`config.mk`:
```
export PLATFORM = sky130hd
export DESIGN_NAME = ram_simo_pp_flat
export DESIGN_NICKNAME = d
export VERILOG_FILES = /design/src/rtl/ram_simo_pp_if.sv /design/src/rtl/ram_simo_pp.sv /design/src/flat_wrapper.sv
export SDC_FILE = /design/constraint.sdc
export NUM_CORES = 1
export LEC_CHECK = 0
export CORE_AREA = 2 2 249 251
export CTS_CLUSTER_SIZE = 30
export DETAILED_ROUTE_END_ITERATION = 12
export DIE_AREA = 0 0 251 253
export PLACE_DENSITY = 0.8
export SYNTH_ARGS = -nofsm -noshare
export SYNTH_HDL_FRONTEND = slang
export SYNTH_SLANG_ARGS = --single-unit
```
`constraint.sdc`:
```
create_clock -name clk -period 6 [get_ports clk]
set_input_delay 1.5 -clock clk [delete_from_list [all_inputs] [get_ports clk]]
set_output_delay 1.5 -clock clk [all_outputs]
set_load 0.005 [all_outputs]
```
`src/rtl/ram_simo_pp_if.sv`:
```
// Bus bundle for the ping-pong bit-write / row-read buffer.
// The master drives requests; the slave (the buffer) returns data, flow control and errors.
interface ram_simo_pp_if #(
  parameter int DEPTH    = 64,
  parameter int ROW_BITS = 8,
  parameter int OUT_W    = 6
);
  localparam int WA_W = $clog2(DEPTH * ROW_BITS);
  localparam int RA_W = $clog2(DEPTH);
  localparam int NB_W = $clog2(OUT_W + 1);

  logic              wen;
  logic [WA_W-1:0]   waddr;
  logic              data_i;
  logic              wlast;
  logic              ren;
  logic [RA_W-1:0]   raddr;
  logic              rlast;
  logic [NB_W-1:0]   nbits;
  logic [OUT_W-1:0]  data_o;
  logic              data_o_valid;
  logic              w_ready;
  logic              r_ready;
  logic              err_ovf;
  logic              err_udf;

  modport master (
    output wen, waddr, data_i, wlast, ren, raddr, rlast, nbits,
    input  data_o, data_o_valid, w_ready, r_ready, err_ovf, err_udf
  );

  modport slave (
    input  wen, waddr, data_i, wlast, ren, raddr, rlast, nbits,
    output data_o, data_o_valid, w_ready, r_ready, err_ovf, err_udf
  );
endinterface

```
`src/rtl/ram_simo_pp.sv`:
```
// Two-bank ping-pong buffer: bits are written one at a time into the write bank,
// committed with wlast, then read back a row at a time with a per-read bit count.
module ram_simo_pp #(
  parameter int DEPTH    = 64,
  parameter int ROW_BITS = 8,
  parameter int OUT_W    = 6
) (
  input  logic         clk,
  input  logic         rstn,
  ram_simo_pp_if.slave bus
);
  localparam int WA_W  = $clog2(DEPTH * ROW_BITS);
  localparam int RA_W  = $clog2(DEPTH);
  localparam int NB_W  = $clog2(OUT_W + 1);
  localparam int BIT_W = $clog2(ROW_BITS);
  localparam bit FULL_RANGE = ((1 << RA_W) == DEPTH);

  typedef enum logic [1:0] {
    FILL_NONE = 2'd0,
    FILL_ONE  = 2'd1,
    FILL_TWO  = 2'd2
  } fill_t;

  fill_t               fill;
  logic                wbank;
  logic                rbank;
  logic [OUT_W-1:0]    data_q;
  logic                valid_q;
  logic                ovf_q;
  logic                udf_q;

  logic [ROW_BITS-1:0] mem [2][DEPTH];

  logic                w_ready;
  logic                r_ready;
  logic                wr_acc;
  logic                rd_acc;
  logic                commit;
  logic                rel;
  logic                wr_in_range;
  logic                rd_in_range;
  logic                mem_we;
  logic [RA_W-1:0]     wrow;
  logic [BIT_W-1:0]    wbit;
  logic [NB_W-1:0]     nb_eff;
  logic [ROW_BITS-1:0] rd_row;
  logic [OUT_W-1:0]    rd_data;

  assign w_ready = (fill != FILL_TWO);
  assign r_ready = (fill != FILL_NONE);

  assign wr_acc  = bus.wen && w_ready;
  assign rd_acc  = bus.ren && r_ready;
  assign commit  = wr_acc && bus.wlast;
  assign rel     = rd_acc && bus.rlast;

  assign wrow    = bus.waddr[WA_W-1:BIT_W];
  assign wbit    = bus.waddr[BIT_W-1:0];

  // With a power-of-two depth every address decodes to a real row.
  if (FULL_RANGE) begin : g_full_range
    assign wr_in_range = 1'b1;
    assign rd_in_range = 1'b1;
  end else begin : g_part_range
    assign wr_in_range = (32'(wrow) < 32'(DEPTH));
    assign rd_in_range = (32'(bus.raddr) < 32'(DEPTH));
  end

  assign mem_we = wr_acc && wr_in_range && rstn;

  always_comb begin
    nb_eff = bus.nbits;
    if ((bus.nbits == '0) || (32'(bus.nbits) > 32'(OUT_W))) begin
      nb_eff = NB_W'(OUT_W);
    end
  end

  always_comb begin
    rd_row = '0;
    if (rd_in_range) begin
      rd_row = mem[rbank][bus.raddr];
    end
  end

  always_comb begin
    rd_data = '0;
    for (int i = 0; i < OUT_W; i++) begin
      if (i < int'(nb_eff)) begin
        rd_data[i] = rd_row[i];
      end
    end
  end

  // Storage is deliberately left out of reset so it maps onto plain RAM.
  always_ff @(posedge clk) begin
    if (mem_we) begin
      mem[wbank][wrow][wbit] <= bus.data_i;
    end
  end

  always_ff @(posedge clk or negedge rstn) begin
    if (!rstn) begin
      fill    <= FILL_NONE;
      wbank   <= 1'b0;
      rbank   <= 1'b0;
      data_q  <= '0;
      valid_q <= 1'b0;
      ovf_q   <= 1'b0;
      udf_q   <= 1'b0;
    end else begin
      if (bus.wen && !w_ready) begin
        ovf_q <= 1'b1;
      end
      if (bus.ren && !r_ready) begin
        udf_q <= 1'b1;
      end

      valid_q <= rd_acc;
      if (rd_acc) begin
        data_q <= rd_data;
      end

      if (commit) begin
        wbank <= ~wbank;
      end
      if (rel) begin
        rbank <= ~rbank;
      end

      // Simultaneous commit and release leaves the occupancy unchanged.
      unique case ({commit, rel})
        2'b10:   fill <= (fill == FILL_NONE) ? FILL_ONE : FILL_TWO;
        2'b01:   fill <= (fill == FILL_TWO) ? FILL_ONE : FILL_NONE;
        default: fill <= fill;
      endcase
    end
  end

  assign bus.data_o       = data_q;
  assign bus.data_o_valid = valid_q;
  assign bus.w_ready      = w_ready;
  assign bus.r_ready      = r_ready;
  assign bus.err_ovf      = ovf_q;
  assign bus.err_udf      = udf_q;

endmodule

```
`src/flat_wrapper.sv`:
```
// flat-port wrapper written by rule: the top's interface ports become plain ports
module ram_simo_pp_flat 
#(
  parameter int DEPTH    = 64,
  parameter int ROW_BITS = 8,
  parameter int OUT_W    = 6
)
  (clk, rstn, bus_wen, bus_waddr, bus_data_i, bus_wlast, bus_ren, bus_raddr, bus_rlast, bus_nbits, bus_data_o, bus_data_o_valid, bus_w_ready, bus_r_ready, bus_err_ovf, bus_err_udf);
  ram_simo_pp_if #(.DEPTH(DEPTH), .ROW_BITS(ROW_BITS), .OUT_W(OUT_W)) bus_i ();
  input  logic clk;
  input  logic rstn;
  input wire logic [$bits(bus_i.wen)-1:0] bus_wen;
  input wire logic [$bits(bus_i.waddr)-1:0] bus_waddr;
  input wire logic [$bits(bus_i.data_i)-1:0] bus_data_i;
  input wire logic [$bits(bus_i.wlast)-1:0] bus_wlast;
  input wire logic [$bits(bus_i.ren)-1:0] bus_ren;
  input wire logic [$bits(bus_i.raddr)-1:0] bus_raddr;
  input wire logic [$bits(bus_i.rlast)-1:0] bus_rlast;
  input wire logic [$bits(bus_i.nbits)-1:0] bus_nbits;
  output wire logic [$bits(bus_i.data_o)-1:0] bus_data_o;
  output wire logic [$bits(bus_i.data_o_valid)-1:0] bus_data_o_valid;
  output wire logic [$bits(bus_i.w_ready)-1:0] bus_w_ready;
  output wire logic [$bits(bus_i.r_ready)-1:0] bus_r_ready;
  output wire logic [$bits(bus_i.err_ovf)-1:0] bus_err_ovf;
  output wire logic [$bits(bus_i.err_udf)-1:0] bus_err_udf;
  assign bus_i.wen = bus_wen;
  assign bus_i.waddr = bus_waddr;
  assign bus_i.data_i = bus_data_i;
  assign bus_i.wlast = bus_wlast;
  assign bus_i.ren = bus_ren;
  assign bus_i.raddr = bus_raddr;
  assign bus_i.rlast = bus_rlast;
  assign bus_i.nbits = bus_nbits;
  assign bus_data_o = bus_i.data_o;
  assign bus_data_o_valid = bus_i.data_o_valid;
  assign bus_w_ready = bus_i.w_ready;
  assign bus_r_ready = bus_i.r_ready;
  assign bus_err_ovf = bus_i.err_ovf;
  assign bus_err_udf = bus_i.err_udf;
  ram_simo_pp #(.DEPTH(DEPTH), .ROW_BITS(ROW_BITS), .OUT_W(OUT_W)) u_core (.clk(clk), .rstn(rstn), .bus(bus_i));
endmodule
```
==> metrics.txt <==
DRT antenna net count 0; Layout area overhead 9.69%; area leader, netlist edfxtp_1; Fillers 4233; vias in the first global route 20504; Hold Path Depth 1; HP Class register to register; DP HPWL 48400 um; Overflow after GRT 0; Port Buffers 35; Routability Congestion 0.868; mean cell area of the mapped netlist 14.4 um^2; CP startpoint bus_raddr[3]; Placement Setup Slack 1.03 ns; RR Startpoint u_core.rbank; Hold Vio Cnt, Final 0; DRC 0; Mapped Nets 2370; final setup vio count 0; Die Height 253 um; maximum clock frequency 216 MHz; area of the multi-input gates 9460 um^2; CTS Hold Bufs 0; Ys Warns 0; share of the synthesized area in the top cell type 68.3%; Post-synth EDFFs 768; final core occ 60.7%; GRT Util Overall 26.4%; Worst slew margin 14.4%; reg2reg setup slack 2.09 ns; H-tree depth 3; drt first pass iters 6; Die ar. 63500 um^2; Slew @ Worst Pin 1.28 ns; final worst setup slack 1.38 ns; # rows 91; Main synth FF type edfxtp_1; Syn Std Cell Area 33800 um^2; clock tree root buffer cell clkbuf_16; CP Class input pin to register; Cell variety after synth 49; worst hold start u_core.bus.err_udf; area of the core 61000 um^2; Worst R2R End u_core.bus.data_o[2]; Seq cells post-synth 781; CTS sink cnt 781; DRT iter0 DRCs 3083; Critical Path RT 6.50 ns; synthesized instance count 2344; Max Root-Sink Buffers 3; Vias 20617; Die Wd 251 um; largest family of logic cells by synthesized area multiplexers; Leak 10.9 nW; Period Utilization, post-route 77.1%; Post-Synth Simple-Gate Area 11.3%; Fin Setup TNS 0 ns; CTS buffer count 78; Reg area 23400 um^2; NumNets Final 2311; ranking of synthesized cells by area edfxtp_1 (68%), mux4_2 (12%), nor2_1 (8.8%); post-synthesis mux area share 13.7%; CP Launch Type input pin; Avg WL per Cell 26.4 um; CP max FO 24; Via density 6.57; RSZ-0062 raised after global routing false; clock input transition at the sequential cells of the worst setup and hold paths 0.06 ns; CTS tree yes; maximum number of pins on one net before global-route repair 172; clock skew 0.0299 ns; initial antenna violation count 1; crit path DAT 5.12 ns; minimum clock period 4.62 ns; first-pass GRT wire length 124000 um; I/O pins 36; Setup crit end kind register; Synth Area in Compound Gates 2.70%; share of cells above drive strength 1 15.4%; Initial Util 55.3%; fin. max-slew vios 0; post-synthesis xor/xnor area fraction 0.104%; Adder-Cell Fraction of Synth Area 0.0371%; Hold EP u_core.bus.err_udf; Setup Buffers After CTS 0; Worst R2R Path Depth 6; Seq/Total Area, Yosys 69.3%; Power Density 344 nW/um^2; run status completed; MaxCap Viol Count 0; clock latency on the worst-skew pair 0.65 ns; overall routed net length 82800 um; VDD IR max 236 uV; cts repair resizes 0; ys async rst share 1.66%
-- final cells by class --
class                      instances  share of cell area (%)
sequential                       781                    63.1
tap                              790                    2.67
multi-input combinational       1338                    25.5
antenna                            1                 0.00676
clock buffer                     106                    5.78
timing repair buffer              78                    2.05
clock inverter                    34                   0.740
inverter                           8                  0.0811
-- synth_stat cells (all sizes together) (9+ instances only) --
cell type / count
a21oi: 21
a221oi: 11
a22oi: 27
buf: 47
clkbuf: 170
dfrtp: 13
edfxtp: 768
mux2: 19
mux2i: 41
mux4: 178
nand2: 102
nand3: 15
nor2: 792
nor3: 19
nor3b: 11
o21ai: 9
o221ai: 11
-- state kept, by name, indices dropped and copies added, names as in the netlist --
name / count
u_core.bus.err_ovf: 1
u_core.wbank: 1
u_core.bus.data_o: 6
u_core.bus.data_o_valid: 1
u_core.mem: 768
u_core.fill: 2
u_core.bus.err_udf: 1
u_core.rbank: 1
-- routing by layer --
layer | routed length, um | vias up | GRT usage (%)
met4 | 3290 | 0 | 11.0
li1 | - | 8505 | -
met5 | 0 | - | 0
met1 | 29600 | 10387 | 35.0
met3 | 10300 | 240 | 6.26
met2 | 39600 | 1485 | 42.4
-- power breakdown --
group	leakage (nW)	switching (mW)	internal, mW
clock	1.18	2.01	2.67
sequential	7.05	0.124	6.02
combinational	2.67	0.983	0.928
-- per-stage QoR --
| stage | cell area [um^2] | hold WS [ns] | total power, mW | std cells |
|---|---|---|---|---|
| final | 37000 | 0.458 | 12.7 | 3136 |
| after global routing | 37000 | 0.497 | 13.1 | 3136 |
| after CTS | 37000 | 0.464 | 12.8 | 3135 |
| after detailed placement | 34600 | 0.455 | 8.16 | 2995 |
| after global placement | 34600 | 0.436 | 8.13 | 2995 |
| after floorplan | 33800 | 0.451 | 7.61 | 2344 |
-- logic make-up after synthesis --
family,Yosys count
flops,781
simple gates,972
compound gates,123
buf+inv,225
fa+ha+maj,1
mux,238
xor+xnor,4
-- worst max-delay path, cell delays in order --
cell	delay [ns]
clkdlybuf4s50_1	0.93
buf_4	0.43
nand2b_1	0.42
nor3_1	0.15
a221oi_1	0.33
o21ai_0	0.36
nor4_1	0.80
o31ai_1	0.17
-- worst max path at each step --
stage	end	slack [ns]	cells past startpoint
after CTS	u_core.bus.data_o[2]	1.66	8
after detailed placement	u_core.bus.data_o[2]	1.03	8
after global routing	u_core.bus.data_o[2]	1.41	8
final	u_core.bus.data_o[2]	1.38	8
after floorplan	u_core.bus.data_o[3]	2.67	9
after global placement	u_core.bus.data_o[2]	1.15	8
-- layout by cell type, fill, tap and decap left out, types with 6 or more instances in the layout --
master and instances:
a21oi_1 21, a221o_1 6, a221oi_1 11, a22o_1 8, a22oi_1 27, buf_12 7, buf_4 37, clkbuf_1 22
clkbuf_16 80, clkdlybuf4s50_1 31, clkinv_1 18, clkinv_2 7, dfrtp_1 12, edfxtp_1 768, inv_1 8, mux2_2 19
mux2i_1 41, mux4_2 178, nand2_1 90, nand2_2 12, nand3_1 15, nor2_1 792, nor3_1 18, nor3b_1 11
o21ai_0 9, o221ai_1 11
No activity file was read; power rests on OpenSTA's default activity.
